`config.mk`:
```
export PLATFORM = sky130hd
export DESIGN_NAME = ctrl_fsm_rv32i_mc
export DESIGN_NICKNAME = d
export VERILOG_FILES = /design/src/rtl/rv32i_pkg.sv /design/src/rtl/rv32i_decoder.sv /design/src/rtl/ctrl_fsm_rv32i_mc.sv
export SDC_FILE = /design/constraint.sdc
export NUM_CORES = 1
export LEC_CHECK = 0
export ABC_CLOCK_PERIOD_IN_PS = 1900
export BUFFER_PORTS_ARGS = -buffer_cell sky130_fd_sc_hd__buf_4
export CAP_MARGIN = 30
export CORE_MARGIN = 2
export CORE_UTILIZATION = 52
export CTS_CLUSTER_SIZE = 10
export DETAILED_ROUTE_END_ITERATION = 10
export GPL_TIMING_DRIVEN = 0
export PLACE_DENSITY = 0.79
export RECOVER_POWER = 25
export SLEW_MARGIN = 20
export SYNTH_ARGS = -nofsm -noshare
export SYNTH_HDL_FRONTEND = slang
export SYNTH_SLANG_ARGS = --single-unit
```
`constraint.sdc`:
```
create_clock -name clk -period 1.9 [get_ports clk]
set_input_delay 0.19 -clock clk [delete_from_list [all_inputs] [get_ports clk]]
set_output_delay 0.19 -clock clk [all_outputs]
set_load 0.005 [all_outputs]
```
`src/rtl/rv32i_pkg.sv`:
```
// Shared definitions for the multi-cycle RV32I control FSM: state
// encoding, opcode constants, and the layout/encodings of the decode bundle.
package rv32i_pkg;

    typedef enum logic [2:0] {
        ST_FETCH  = 3'd0,
        ST_DECODE = 3'd1,
        ST_EXEC   = 3'd2,
        ST_MEM    = 3'd3,
        ST_MULDIV = 3'd4,
        ST_WB     = 3'd5,
        ST_HALT   = 3'd6
    } state_e;

    localparam logic [6:0] OPC_OP     = 7'h33;
    localparam logic [6:0] OPC_OP_IMM = 7'h13;
    localparam logic [6:0] OPC_LOAD   = 7'h03;
    localparam logic [6:0] OPC_STORE  = 7'h23;
    localparam logic [6:0] OPC_BRANCH = 7'h63;
    localparam logic [6:0] OPC_JAL    = 7'h6F;
    localparam logic [6:0] OPC_JALR   = 7'h67;
    localparam logic [6:0] OPC_LUI    = 7'h37;
    localparam logic [6:0] OPC_AUIPC  = 7'h17;

    localparam logic [6:0] F7_BASE   = 7'h00;
    localparam logic [6:0] F7_ALT    = 7'h20;
    localparam logic [6:0] F7_MULDIV = 7'h01;

    // Decode bundle width and field LSB offsets (MSB-first packing below)
    localparam int CTRL_W             = 26;
    localparam int CTRL_ALU1SRC_LSB   = 25;
    localparam int CTRL_ALU2SRC_LSB   = 24;
    localparam int CTRL_IMMTYPE_LSB   = 21;
    localparam int CTRL_ALUTYPE_LSB   = 19;
    localparam int CTRL_ADTYPE_LSB    = 18;
    localparam int CTRL_GATYPE_LSB    = 16;
    localparam int CTRL_SHIFTYPE_LSB  = 14;
    localparam int CTRL_SLTYPE_LSB    = 13;
    localparam int CTRL_RDTYPE_LSB    = 11;
    localparam int CTRL_LOADTYPE_LSB  = 8;
    localparam int CTRL_STORE_LSB     = 7;
    localparam int CTRL_STORETYPE_LSB = 5;
    localparam int CTRL_BRANCH_LSB    = 4;
    localparam int CTRL_BRTYPE_LSB    = 1;
    localparam int CTRL_JUMP_LSB      = 0;

    // Immediate formats
    localparam logic [2:0] IMM_I = 3'd0;
    localparam logic [2:0] IMM_S = 3'd1;
    localparam logic [2:0] IMM_B = 3'd2;
    localparam logic [2:0] IMM_U = 3'd3;
    localparam logic [2:0] IMM_J = 3'd4;

    // ALU unit select
    localparam logic [1:0] ALU_ADD   = 2'd0;
    localparam logic [1:0] ALU_GATE  = 2'd1;
    localparam logic [1:0] ALU_SHIFT = 2'd2;
    localparam logic [1:0] ALU_SLT   = 2'd3;

    // Logic gate select
    localparam logic [1:0] GATE_AND = 2'd0;
    localparam logic [1:0] GATE_OR  = 2'd1;
    localparam logic [1:0] GATE_XOR = 2'd2;

    // Shifter select
    localparam logic [1:0] SH_SLL = 2'd0;
    localparam logic [1:0] SH_SRL = 2'd1;
    localparam logic [1:0] SH_SRA = 2'd2;

    // Register-file write source
    localparam logic [1:0] RD_ALU = 2'd0;
    localparam logic [1:0] RD_MEM = 2'd1;
    localparam logic [1:0] RD_PC4 = 2'd2;
    localparam logic [1:0] RD_IMM = 2'd3;

    typedef struct packed {
        logic       alu1src;    // 0: rs1, 1: PC
        logic       alu2src;    // 0: rs2, 1: immediate
        logic [2:0] immtype;
        logic [1:0] alutype;
        logic       adtype;     // 0: add, 1: subtract
        logic [1:0] gatype;
        logic [1:0] shiftype;
        logic       sltype;     // 0: signed, 1: unsigned compare
        logic [1:0] rdtype;
        logic [2:0] loadtype;   // funct3 of the load
        logic       store;
        logic [1:0] storetype;  // funct3[1:0] of the store
        logic       branch;
        logic [2:0] branchtype; // funct3 of the branch
        logic       jump;
    } ctrl_t;

    localparam ctrl_t CTRL_NOP = ctrl_t'(26'd0);

    function automatic logic load_f3_ok(input logic [2:0] f3);
        return (f3 != 3'b011) && (f3 != 3'b110) && (f3 != 3'b111);
    endfunction

    function automatic logic store_f3_ok(input logic [2:0] f3);
        return (f3[2] == 1'b0) && (f3[1:0] != 2'b11);
    endfunction

    function automatic logic branch_f3_ok(input logic [2:0] f3);
        return (f3 != 3'b010) && (f3 != 3'b011);
    endfunction

    // ALU-class control for OP / OP-IMM; alt selects SUB or SRA(I)
    function automatic ctrl_t alu_ctrl(input logic [2:0] f3, input logic alt,
                                       input logic use_imm);
        ctrl_t c;
        c         = CTRL_NOP;
        c.alu2src = use_imm;
        c.immtype = IMM_I;
        c.rdtype  = RD_ALU;
        case (f3)
            3'b000: begin c.alutype = ALU_ADD;   c.adtype   = alt;    end
            3'b001: begin c.alutype = ALU_SHIFT; c.shiftype = SH_SLL; end
            3'b010: begin c.alutype = ALU_SLT;   c.sltype   = 1'b0;   end
            3'b011: begin c.alutype = ALU_SLT;   c.sltype   = 1'b1;   end
            3'b100: begin c.alutype = ALU_GATE;  c.gatype   = GATE_XOR; end
            3'b101: begin c.alutype = ALU_SHIFT; c.shiftype = alt ? SH_SRA : SH_SRL; end
            3'b110: begin c.alutype = ALU_GATE;  c.gatype   = GATE_OR;  end
            3'b111: begin c.alutype = ALU_GATE;  c.gatype   = GATE_AND; end
            default: c = CTRL_NOP;
        endcase
        return c;
    endfunction

endpackage

```
`src/rtl/rv32i_decoder.sv`:
```
// Combinational RV32I(+M) decoder: instruction word to control bundle,
// mul/div operation code and an illegal-instruction flag.
import rv32i_pkg::*;

module rv32i_decoder #(
    parameter bit ENABLE_M = 1'b0
) (
    input  logic [31:0] instr_i,
    output ctrl_t       ctrl_o,
    output logic [2:0]  md_op_o,
    output logic        is_md_o,
    output logic        illegal_o
);

    logic [6:0] opcode_s;
    logic [2:0] funct3_s;
    logic [6:0] funct7_s;
    logic       unused_fields_s;

    assign opcode_s = instr_i[6:0];
    assign funct3_s = instr_i[14:12];
    assign funct7_s = instr_i[31:25];
    // Register and immediate fields do not influence control decode
    assign unused_fields_s = ^{instr_i[24:15], instr_i[11:7]};

    // Decode opcode/funct fields into the control bundle and legality
    always_comb begin
        ctrl_o    = CTRL_NOP;
        md_op_o   = 3'd0;
        is_md_o   = 1'b0;
        illegal_o = 1'b0;
        case (opcode_s)
            OPC_OP: begin
                if (funct7_s == F7_MULDIV) begin
                    if (ENABLE_M) begin
                        is_md_o = 1'b1;
                        md_op_o = funct3_s;
                    end else begin
                        illegal_o = 1'b1;
                    end
                end else if ((funct7_s == F7_BASE) ||
                             ((funct7_s == F7_ALT) &&
                              ((funct3_s == 3'b000) || (funct3_s == 3'b101)))) begin
                    ctrl_o = alu_ctrl(funct3_s, funct7_s[5], 1'b0);
                end else begin
                    illegal_o = 1'b1;
                end
            end
            OPC_OP_IMM: begin
                if (funct3_s == 3'b001) begin
                    if (funct7_s == F7_BASE) begin
                        ctrl_o = alu_ctrl(funct3_s, 1'b0, 1'b1);
                    end else begin
                        illegal_o = 1'b1;
                    end
                end else if (funct3_s == 3'b101) begin
                    if ((funct7_s == F7_BASE) || (funct7_s == F7_ALT)) begin
                        ctrl_o = alu_ctrl(funct3_s, funct7_s[5], 1'b1);
                    end else begin
                        illegal_o = 1'b1;
                    end
                end else begin
                    // ADDI never subtracts, so funct7 bits are immediate here
                    ctrl_o = alu_ctrl(funct3_s, 1'b0, 1'b1);
                end
            end
            OPC_LOAD: begin
                if (load_f3_ok(funct3_s)) begin
                    ctrl_o.alu2src  = 1'b1;
                    ctrl_o.immtype  = IMM_I;
                    ctrl_o.rdtype   = RD_MEM;
                    ctrl_o.loadtype = funct3_s;
                end else begin
                    illegal_o = 1'b1;
                end
            end
            OPC_STORE: begin
                if (store_f3_ok(funct3_s)) begin
                    ctrl_o.alu2src   = 1'b1;
                    ctrl_o.immtype   = IMM_S;
                    ctrl_o.store     = 1'b1;
                    ctrl_o.storetype = funct3_s[1:0];
                end else begin
                    illegal_o = 1'b1;
                end
            end
            OPC_BRANCH: begin
                if (branch_f3_ok(funct3_s)) begin
                    ctrl_o.immtype    = IMM_B;
                    ctrl_o.adtype     = 1'b1;
                    ctrl_o.branch     = 1'b1;
                    ctrl_o.branchtype = funct3_s;
                end else begin
                    illegal_o = 1'b1;
                end
            end
            OPC_JAL: begin
                ctrl_o.alu1src = 1'b1;
                ctrl_o.alu2src = 1'b1;
                ctrl_o.immtype = IMM_J;
                ctrl_o.rdtype  = RD_PC4;
                ctrl_o.jump    = 1'b1;
            end
            OPC_JALR: begin
                ctrl_o.alu2src = 1'b1;
                ctrl_o.immtype = IMM_I;
                ctrl_o.rdtype  = RD_PC4;
                ctrl_o.jump    = 1'b1;
            end
            OPC_LUI: begin
                ctrl_o.alu2src = 1'b1;
                ctrl_o.immtype = IMM_U;
                ctrl_o.rdtype  = RD_IMM;
            end
            OPC_AUIPC: begin
                ctrl_o.alu1src = 1'b1;
                ctrl_o.alu2src = 1'b1;
                ctrl_o.immtype = IMM_U;
                ctrl_o.rdtype  = RD_ALU;
            end
            default: begin
                illegal_o = 1'b1;
            end
        endcase
    end

endmodule

```
`src/rtl/ctrl_fsm_rv32i_mc.sv`:
```
// Multi-cycle RV32I control FSM: sequences fetch/decode/execute/memory/
// mul-div/write-back, guards memory waits with a timeout and latches faults.
import rv32i_pkg::*;

module ctrl_fsm_rv32i_mc #(
    parameter bit          ENABLE_M    = 1'b0,
    parameter int unsigned MEM_TIMEOUT = 15
) (
    input  logic        clk,
    input  logic        rst,
    input  logic [31:0] instr,
    input  logic        imem_ready,
    input  logic        dmem_ready,
    input  logic        md_done,
    output logic        imem_req,
    output logic        dmem_req,
    output logic        md_start,
    output logic        ir_we,
    output logic        pc_we,
    output logic        rf_we,
    output logic [25:0] ctrl,
    output logic [2:0]  md_op,
    output logic        illegal,
    output logic        bus_fault,
    output logic [2:0]  state_o
);

    localparam logic [7:0] TIMEOUT_C = 8'(MEM_TIMEOUT);

    state_e      state_q, state_d;
    logic [7:0]  wait_cnt_q, wait_cnt_d;
    logic [31:0] ir_q, ir_d;
    ctrl_t       ctrl_q, ctrl_d;
    logic [2:0]  md_op_q, md_op_d;
    logic        is_md_q, is_md_d;
    logic        md_busy_q, md_busy_d;
    logic        illegal_q, illegal_d;
    logic        bus_fault_q, bus_fault_d;

    ctrl_t       dec_ctrl_s;
    logic [2:0]  dec_md_op_s;
    logic        dec_is_md_s;
    logic        dec_illegal_s;

    logic        waiting_s;
    logic        ready_s;
    logic [7:0]  wait_inc_s;
    logic        timeout_s;
    logic        is_ldst_s;

    // Decode from the internally captured instruction so instr need only be
    // valid while imem_ready is high
    rv32i_decoder #(
        .ENABLE_M (ENABLE_M)
    ) u_decoder (
        .instr_i   (ir_q),
        .ctrl_o    (dec_ctrl_s),
        .md_op_o   (dec_md_op_s),
        .is_md_o   (dec_is_md_s),
        .illegal_o (dec_illegal_s)
    );

    assign waiting_s  = (state_q == ST_FETCH) || (state_q == ST_MEM);
    assign ready_s    = (state_q == ST_FETCH) ? imem_ready : dmem_ready;
    assign wait_inc_s = wait_cnt_q + 8'd1;
    // A ready arriving on the limit cycle wins over the timeout
    assign timeout_s  = waiting_s && !ready_s && (wait_inc_s == TIMEOUT_C);
    assign is_ldst_s  = (ctrl_q.rdtype == RD_MEM) || ctrl_q.store;

    // State and datapath registers with synchronous active-high reset
    always_ff @(posedge clk) begin
        if (rst) begin
            state_q     <= ST_FETCH;
            wait_cnt_q  <= 8'd0;
            ir_q        <= 32'd0;
            ctrl_q      <= CTRL_NOP;
            md_op_q     <= 3'd0;
            is_md_q     <= 1'b0;
            md_busy_q   <= 1'b0;
            illegal_q   <= 1'b0;
            bus_fault_q <= 1'b0;
        end else begin
            state_q     <= state_d;
            wait_cnt_q  <= wait_cnt_d;
            ir_q        <= ir_d;
            ctrl_q      <= ctrl_d;
            md_op_q     <= md_op_d;
            is_md_q     <= is_md_d;
            md_busy_q   <= md_busy_d;
            illegal_q   <= illegal_d;
            bus_fault_q <= bus_fault_d;
        end
    end

    // Next-state selection
    always_comb begin
        state_d = state_q;
        case (state_q)
            ST_FETCH: begin
                if (imem_ready) begin
                    state_d = ST_DECODE;
                end else if (timeout_s) begin
                    state_d = ST_HALT;
                end else begin
                    state_d = ST_FETCH;
                end
            end
            ST_DECODE: begin
                if (dec_illegal_s) begin
                    state_d = ST_HALT;
                end else begin
                    state_d = ST_EXEC;
                end
            end
            ST_EXEC: begin
                if (is_ldst_s) begin
                    state_d = ST_MEM;
                end else if (is_md_q) begin
                    state_d = ST_MULDIV;
                end else if (ctrl_q.branch) begin
                    state_d = ST_FETCH;
                end else begin
                    state_d = ST_WB;
                end
            end
            ST_MEM: begin
                if (dmem_ready) begin
                    state_d = ctrl_q.store ? ST_FETCH : ST_WB;
                end else if (timeout_s) begin
                    state_d = ST_HALT;
                end else begin
                    state_d = ST_MEM;
                end
            end
            ST_MULDIV: begin
                if (md_done) begin
                    state_d = ST_WB;
                end else begin
                    state_d = ST_MULDIV;
                end
            end
            ST_WB:   state_d = ST_FETCH;
            ST_HALT: state_d = ST_HALT;
            default: state_d = ST_HALT;
        endcase
    end

    // Next values for wait counter, instruction/decode latches and fault flags
    always_comb begin
        ir_d        = ir_q;
        ctrl_d      = ctrl_q;
        md_op_d     = md_op_q;
        is_md_d     = is_md_q;
        illegal_d   = illegal_q;
        bus_fault_d = bus_fault_q;
        md_busy_d   = (state_q == ST_MULDIV);
        // Counter only runs while a memory wait is outstanding, so it is
        // already zero on every entry to FETCH or MEM
        if (waiting_s && !ready_s) begin
            wait_cnt_d = wait_inc_s;
        end else begin
            wait_cnt_d = 8'd0;
        end
        if (timeout_s) begin
            bus_fault_d = 1'b1;
        end else begin
            bus_fault_d = bus_fault_q;
        end
        case (state_q)
            ST_FETCH: begin
                if (imem_ready) begin
                    ir_d = instr;
                end else begin
                    ir_d = ir_q;
                end
            end
            ST_DECODE: begin
                ctrl_d  = dec_ctrl_s;
                md_op_d = dec_md_op_s;
                is_md_d = dec_is_md_s;
                if (dec_illegal_s) begin
                    illegal_d = 1'b1;
                end else begin
                    illegal_d = illegal_q;
                end
            end
            default: begin
                ir_d = ir_q;
            end
        endcase
    end

    // Request and write strobes decoded from the current state
    always_comb begin
        imem_req = 1'b0;
        dmem_req = 1'b0;
        md_start = 1'b0;
        ir_we    = 1'b0;
        pc_we    = 1'b0;
        rf_we    = 1'b0;
        if (rst) begin
            imem_req = 1'b0;
        end else begin
            case (state_q)
                ST_FETCH: begin
                    imem_req = 1'b1;
                    ir_we    = imem_ready;
                end
                ST_EXEC: begin
                    pc_we = ctrl_q.branch;
                end
                ST_MEM: begin
                    dmem_req = 1'b1;
                    pc_we    = dmem_ready && ctrl_q.store;
                end
                ST_MULDIV: begin
                    md_start = !md_busy_q;
                end
                ST_WB: begin
                    pc_we = 1'b1;
                    // x0 is never written, but the PC still advances
                    rf_we = (ir_q[11:7] != 5'd0);
                end
                default: begin
                    imem_req = 1'b0;
                end
            endcase
        end
    end

    assign ctrl      = ctrl_q;
    assign md_op     = md_op_q;
    assign illegal   = illegal_q;
    assign bus_fault = bus_fault_q;
    assign state_o   = state_q;

endmodule

```
# == After elaboration in Yosys (flattened, before gate mapping) ==
# Index checks and enable logic that the tools add are counted.
# word_totals
elab_cells,148
register_bits,72
output_inout_bits,40
# classes
bitwise_logic,2
n_eq_ne,30
muxes,65
add_sub_neg,1
n_reduce_logical,29
# ops
operator,count
25-bit 2-to-1 mux,3
26-bit 2-to-1 mux,2
"7-bit by 6-bit equality test with 1-bit output, second input constant",4
3-bit 2-to-1 mux,9
1-bit 2-to-1 mux,26
"7-bit equality test, second input constant",3
21-bit 2-to-1 mux,1
3-bit case mux with 7 select lines,1
"3-bit equality test, second input constant",6
3-bit case mux with 3 select lines,2
3-bit case mux with 6 select lines,1
4-bit 2-to-1 mux,4
"7-bit by 5-bit equality test with 1-bit output, second input constant",2
"3-bit by 2-bit equality test with 1-bit output, second input constant",4
1-bit case mux with 3 select lines,4
4-bit case mux with 3 select lines,1
2-bit OR reduction,6
2-bit case mux with 5 select lines,1
5-bit case mux with 2 select lines,1
"8-bit by 1-bit adder with 8-bit output, second input constant",1
"8-bit by 4-bit equality test with 1-bit output, second input constant",1
1-bit logical AND,8
2-bit case mux with 2 select lines,2
2-bit case mux with 4 select lines,1
20 further kinds,33

# == Logic depth before layout (Yosys ltp) ==
# Gate-level depths: netlist of the first run.
# depth
depth_word,9
mapped_depth,7
depth_no_buf,6

# == Hierarchy ==
# From an unflattened synthesis of the first run, not the netlist that was laid out.
# unflattened
cells_unflattened,466
hier_area_um2,3518.4
# modules_own_cells
module,instances,seq_area_each_um2,cells_each,area_per_inst_um2
ctrl_fsm_rv32i_mc,1,1521.5,380,2957.8
rv32i_decoder,1,0.0,86,560.5

# == Worst setup path after synthesis of the first run ==
# OpenSTA, ideal clock, no wires.
# synth_timing
path_type,register to register
start,reg wait_cnt_q[0]
end,"reg state_q[0], in the netlist state_o[0]"
path_buffers,0
required_ps,1785
path_slack_ps,269
synth_period_minus_slack_ps,1631
setup_ps,115
t_arrival_ps,1516
path_stages_with_launch,7
cell_sequence,dfxtp_1 ha_1 inv_1 o21a_1 nor4_1 nand2b_1 and3_1
# synth_via
elab_chain_cells,6
# synth_rtl
item,line_no,rtl
from (decl),ctrl_fsm_rv32i_mc.sv:31,"logic [7:0] wait_cnt_q, wait_cnt_d;"
from (signal assigned),ctrl_fsm_rv32i_mc.sv:84,wait_cnt_q <= wait_cnt_d;
8-bit by 1-bit adder with 8-bit output,ctrl_fsm_rv32i_mc.sv:65,assign wait_inc_s = wait_cnt_q + 8'd1;
8-bit by 4-bit equality test with 1-bit output,ctrl_fsm_rv32i_mc.sv:67,assign timeout_s = waiting_s && !ready_s && (wait_inc_s == TIMEOUT_C);
1-bit logical AND,ctrl_fsm_rv32i_mc.sv:67,
3-bit 2-to-1 mux,ctrl_fsm_rv32i_mc.sv:129,end else if (timeout_s) begin
3-bit 2-to-1 mux,ctrl_fsm_rv32i_mc.sv:127,if (dmem_ready) begin
3-bit case mux with 6 select lines,ctrl_fsm_rv32i_mc.sv:98,case (state_q)
to (signal assigned),ctrl_fsm_rv32i_mc.sv:83,state_q <= state_d;
to (decl),ctrl_fsm_rv32i_mc.sv:30,"state_e state_q, state_d;"
# Every way passes these cells.
# A chain may end at the register's enable or synchronous reset.

# == Worst setup path in the final report of the first run ==
# layout_timing
start,"reg state_q[0], in the netlist state_o[0]"
end,out ir_we
# layout_via
elab_chain_cells,3
# layout_rtl
item,line_no,rtl
3-bit zero test,ctrl_fsm_rv32i_mc.sv:204,case (state_q)
1-bit 2-to-1 mux,ctrl_fsm_rv32i_mc.sv:204,
1-bit 2-to-1 mux,ctrl_fsm_rv32i_mc.sv:201,if (rst) begin
to (decl),ctrl_fsm_rv32i_mc.sv:18,"output logic ir_we,"
# Every way passes these cells.

==> impl_metrics.csv, run 1 <==
group,metric,value,unit
outcome,status,"completed",
global_route,antenna_found_initial,0,
worst_setup_path,path_class,"flop to primary output",
die,rows,27,
die,die_h,78.8,um
sta,finalCritPeriodShare,0.967,
final_layout,drive_above_1_share,0.253,
die,ios,77,
worst_setup_path,cp.arrival,1650,ps
final_layout,num_antenna_cells,0,
drt,drc,0,
yosys,synthArstFlopShare,0,
clocking,cts_tree,"yes",
clocking,clk_pin_slew,70,ps
worst_setup_path,crit_fanout,10,
sta,maxSlewViolCount,0,
placed_design,dp.final_hpwl,5.40,mm
sta,grt_setup_unrepaired,"true",
pwr,finalPower,0.00353,W
clocking,cts-htree-levels,3,
sta,setup_viol,0,
pwr,comb_power_share,0.255,
drt,vias,2885,
worst_setup_path,crit_chain,"nor3_2, nand2_1, clkbuf_2, nor2_1, buf_4",
clocking,cts_root_buffer,"clkbuf_8",
sta,hold_viol_final,0,
placed_design,dp.cells,504,
clocking,ctsLongestPathBuffers,2,
final_layout,layout_common_cells,"nand2_1 (71), dfxtp_1 (61), a21oi_1 (42), buf_4 (42), nor2_1 (33)",
pwr,clock_power_share,0.318,
sta,worstMarginPinSlew,761,ps
drt,ant_nets,0,
yosys,synth-seq-cells,62,
sta,slew_headroom,0.489,
worst_setup_path,max_stage_delay,390,ps
pwr,swShare,0.320,
final_layout,syn2layout_area_growth,28.2,%
pwr,seq_power_share,0.427,
pwr,p_per_area,945,mW/mm2
drt,wl,7.40,mm
drt,firstDrtPassIters,5,
global_route,grt_max_degree,11,
sta,period_needed,1840,ps
yosys,synth_warnings,0,
yosys,synthCells,367,
clocking,insertion_delay,340,ps
worst_setup_path,startpoint_type,"flop",
pwr,p_leak,1.44,nW
sta,clock_skew,7.11,ps
die,dieArea,0.00621,mm2
clocking,cts_buffers,9,
yosys,synth_cell_type_count,60,
pwr,net-switching-power,0.00113,W
die,start_util,0.532,
die,core_area,0.00547,mm2
final_layout,nets,482,
worst_setup_path,endpoint_kind,"primary output",
yosys,synth_edf_count,0,
sta,hold_ws,92.9,ps
global_route,grt_pass1_vias,2634,
die,die_x,78.8,um
global_route,grt_use_total,0.249,
worst_setup_path,cpMaxStageDelayCell,"dfxtp_1",
pwr,ir_drop,572,uV
global_route,grt_pass1_wl,12.3,mm
final_layout,stdcell_count,519,
placed_design,port_buffers,63,
min_path,min_path_type,"primary input to flop",
final_layout,final_common_cell,"nand2_1",
pwr,p_int,0.00240,W
yosys,netlist_area,0.00291,mm2
clocking,cts_sinks,62,
yosys,syn_area_per_cell,7.93,um2
yosys,yosysSeqAreaShare,0.426,
run,cap_violations,0,
yosys,ys.flop_type,"dfxtp_1",
sta,fmax,0.544,GHz
drt,first_iter_violations,180,
placed_design,gp_congestion,0.941,
drt,wl_per_cell,14.2,um
worst_setup_path,required,1710,ps
global_route,grt_remaining_overflow,0,
drt,detail_route.vias_per_cell,5.56,
final_layout,fill_cells,471,
[cell families after synthesis]
logic type                 count (synthesis)  share of synthesized area
AOI/OAI and AO/OA                         84                      0.188
xor gates and xnor gates                   6                     0.0180
adders and majority gates                  2                    0.00859
buffers and inverters                     40                     0.0602
DFF                                       62                      0.426
muxes                                      1                    0.00344
other                                      1                    0.00129
and+or+nand+nor                          171                      0.294
[worst max-delay path: cells and delay by family (launching register included)]
| kind | cells | cell delay (ps) |
|---|---|---|
| and+or+nand+nor | 3 | 580 |
| buffers and inverters | 2 | 340 |
| DFF | 1 | 390 |
[power by group through the flow]
stage | clock, W | sequential (W) | combinational (W)
2_1_floorplan | 0 | 0.00151 | 0.000585
4_1_cts | 0.00113 | 0.00150 | 0.000875
3_3_place_gp | 0 | 0.00152 | 0.000845
3_5_place_dp | 0 | 0.00153 | 0.000861
6_report | 0.00112 | 0.00151 | 0.000899
5_1_grt | 0.00118 | 0.00152 | 0.000994
[cell usage after synthesis, drive strengths merged, types with 3 or more instances]
| master | count | share of area |
|---|---|---|
| nor2 | 35 | 0.049 |
| o21ai | 6 | 0.010 |
| a211oi | 5 | 0.015 |
| a32o | 3 | 0.010 |
| nor3 | 15 | 0.031 |
| nand2b | 8 | 0.020 |
| nor2b | 4 | 0.0086 |
| a21oi | 42 | 0.072 |
| o21a | 3 | 0.0077 |
| nand3 | 13 | 0.024 |
| inv | 13 | 0.017 |
| a31oi | 6 | 0.013 |
| nand4 | 4 | 0.0086 |
| dfxtp | 62 | 0.43 |
| o22ai | 4 | 0.0086 |
| clkbuf | 17 | 0.022 |
| and3 | 3 | 0.0064 |
| buf | 10 | 0.021 |
| xor2 | 4 | 0.012 |
| nor4 | 7 | 0.022 |
| nand2 | 71 | 0.092 |
[layout make-up]
type	instances	area [um2]	share of cell area
Tap cell	72	90.1	0.0241
Sequential cell	62	1240	0.333
Buffer	27	134	0.0359
Timing Repair Buffer	63	473	0.127
Multi-Input combinational cell	267	1560	0.417
Clock inverter	4	47.5	0.0127
Clock buffer	11	141	0.0379
Inverter	13	48.8	0.0131
[path summary, 6_finish.rpt]
| kind | startpoint | to | slack [ps] | cells past startpoint |
|---|---|---|---|---|
| setup / recovery | state_o[0]$_SDFF_PP0_ | ir_we | 60 | 5 |
| hold / removal | instr[4] | ir_q[4]$_SDFFE_PP0P_ | 90 | 3 |
| setup reg to reg | state_o[0]$_SDFF_PP0_ | ctrl[17]$_SDFFE_PP0P_ | 90 | 6 |
| hold reg to reg | ir_q[28]$_SDFFE_PP0P_ | ir_q[28]$_SDFFE_PP0P_ | 460 | 2 |
[flip-flops by register name, summed over array words and instances, names as in the netlist]
name	flops
wait_cnt_q	8
illegal	1
md_busy_q	1
ir_q	22
ctrl	26
bus_fault	1
state_o	3
[metal layers]
layer  part of all wire  routed length, um  GRT usage  vias up
met3              0.065                481     0.0455       24
met2               0.46               3410      0.381      142
met5                  0                  0          0        -
met1               0.45               3300      0.335     1302
met4              0.027                202      0.134        0
li1                   -                  -          -     1417
[through the flow]
stage	util	instance area [um2]	setup slack (ps)	setup TNS, ps
floorplan	-	2920	269	0
global placement	0.636	3480	-64.0	-179
detailed placement	0.636	3480	-139	-305
CTS	0.674	3690	4.16	0
global route	0.682	3730	-78.8	-105
finish	0.682	3730	63.4	0
[what timing repair did]
action | CTS | global route
resized for setup | 4 | 17
setup endpoints to repair | 6 | 21
hold buffers | 0 | 0
setup buffers | 0 | 0
pin swaps | 0 | 1
Note: power is estimated with default switching activity, not from simulation.
==> run 2, diff against run 1 <==
BUFFER_PORTS_ARGS = -buffer_cell sky130_fd_sc_hd__buf_2   (was -buffer_cell sky130_fd_sc_hd__buf_4)
CAP_MARGIN = 25   (was 30)
==> run 2 against run 1 <==
Die area is the same. Power grew 2.6%. Clock-buffer cell count up 1. Sequential power barely moved. Sequential share of layout area increased by 1.5 points. Via count fell by 1.7%. Clock skew up 6.0 ps. Wire length is 0.20% lower. Register-to-register slack got worse by 20 ps. Combinational power decreased by 5.5%. Clock power grew 13%. Cell count increased by 0.19%. Largest power group unchanged.
==> impl_metrics.csv, run 2 (synthesized netlist as in run 1, its figures left out) <==
group,metric,value,unit
pwr,p_leak,1.41,nW
clocking,cts_sinks,62,
placed_design,dp_slack,-69.5,ps
sta,period_needed,1830,ps
pwr,finalPower,0.00362,W
final_layout,layout_common_cells,"nand2_1 (71), buf_2 (62), dfxtp_1 (60)",
worst_setup_path,r2r-end,"state_o[2]$_SDFF_PP0_",
worst_setup_path,path_class,"flop to flop",
drt,firstDrtPassIters,4,
sta,grt_setup_unrepaired,"true",
placed_design,dp.final_hpwl,5.28,mm
sta,fmax,0.546,GHz
sta,maxSlewViolCount,0,
run,cap_violations,0,
sta,tns,0,ps
pwr,p_per_area,1010,mW/mm2
sta,hold_ws,82.4,ps
sta,clock_skew,13.1,ps
final_layout,num_antenna_cells,0,
placed_design,gp_congestion,0.921,
die,core_area,0.00547,mm2
clocking,cts_buffers,9,
final_layout,drive_above_1_share,0.234,
sta,finalCritPeriodShare,0.963,
min_path,hold_start,"instr[10]",
drt,detail_route.vias_per_cell,5.45,
global_route,grt_max_degree,11,
drt,wl,7.38,mm
outcome,status,"completed",
worst_setup_path,crit_fanout,5,
clocking,cts-htree-levels,3,
die,ios,77,
sta,setup_viol,0,
drt,drc,0,
global_route,antenna_found_initial,0,
sta,worstMarginPinSlew,669,ps
final_layout,final_common_cell,"nand2_1",
die,start_util,0.532,
final_layout,syn2layout_area_growth,22.9,%
clocking,cts_root_buffer,"clkbuf_8",
worst_setup_path,cp.arrival,2030,ps
global_route,grt_remaining_overflow,0,
die,rows,27,
final_layout,largest_register_ff_count,26,
final_layout,nets,482,
min_path,min_path_type,"primary input to flop",
global_route,grt_pass1_vias,2664,
final_layout,fill_cells,493,
drt,ant_nets,0,
worst_setup_path,endpoint_kind,"flop",
worst_setup_path,startpoint_type,"flop",
worst_setup_path,r2r_cells,5,
worst_setup_path,required,2100,ps
placed_design,port_buffers,63,
die,die_x,78.8,um
global_route,grt_pass1_wl,12.1,mm
drt,wl_per_cell,14.2,um
clocking,cts_hold_buf,0,
clocking,insertion_delay,340,ps
worst_setup_path,r2r_start,"ir_q[31]$_SDFFE_PP0P_",
die,dieArea,0.00621,mm2
clocking,cts_setup_buffers,0,
sta,hold_viol_final,0,
drt,first_iter_violations,227,
pwr,ir_drop,621,uV
worst_setup_path,critPathLaunch,"ir_q[31]$_SDFFE_PP0P_",
placed_design,dp.cells,504,
clocking,ctsLongestPathBuffers,2,
drt,vias,2836,
worst_setup_path,crit_end,"state_o[2]$_SDFF_PP0_",
clocking,clk_pin_slew,70,ps
clocking,cts_tree,"yes",
global_route,grt_use_total,0.246,
worst_setup_path,reg2reg_slack,70,ps
die,die_h,78.8,um
sta,slew_headroom,0.550,
final_layout,stdcell_count,520,
sta,setup_slack,70.0,ps
-- run 2: how the worst min path moves through the flow --
stage,end,slack (ps),cells past startpoint
global placement,ir_q[2]$_SDFFE_PP0P_,430,3
floorplan,ir_q[10]$_SDFFE_PP0P_,330,2
finish,ir_q[10]$_SDFFE_PP0P_,80,3
global route,ir_q[11]$_SDFFE_PP0P_,90,3
CTS,ir_q[10]$_SDFFE_PP0P_,80,3
detailed placement,ir_q[0]$_SDFFE_PP0P_,440,3
-- run 2: metal layers --
layer  GRT usage  vias to the layer above  share of wire
met5           0                        -              0
met4       0.112                        0          0.017
met3      0.0511                       15          0.076
met2       0.397                      112           0.46
met1       0.316                     1289           0.45
li1            -                     1420              -
-- run 2: metrics by stage --
| stage | utilization | cell area, um2 |
|---|---|---|
| floorplan | - | 2920 |
| global placement | 0.607 | 3320 |
| detailed placement | 0.607 | 3320 |
| CTS | 0.650 | 3560 |
| global route | 0.654 | 3580 |
| finish | 0.654 | 3580 |
-- run 2: cell type report --
cell class	count	area, um2	area share
buffer	27	134	0.0374
inverter	13	48.8	0.0136
clock inverter	4	70.1	0.0196
sequential	62	1240	0.348
tap	72	90.1	0.0252
multi-input combinational	267	1540	0.430
timing repair buffer	63	307	0.0857
clock buffer	12	145	0.0406
-- run 2: timing repair --
action                     in CTS  in global routing
resized for setup               4                 16
pin swaps                       0                  1
setup endpoints to repair       7                 19
-- run 2: power by group --
| part | total (W) | internal (W) | switching [W] | leakage [nW] |
|---|---|---|---|---|
| clock | 0.00126 | 0.000771 | 0.000491 | 0.110 |
| combinational | 0.000850 | 0.000321 | 0.000529 | 0.796 |
| sequential | 0.00151 | 0.00141 | 0.0000989 | 0.505 |
-- run 2: worst max-delay path: stages, from the launching register on --
cell and delay (ps):
dfxtp_1 320, nor4_2 350, nand2_1 230, o31a_1 350
a211oi_2 340, o22ai_1 120
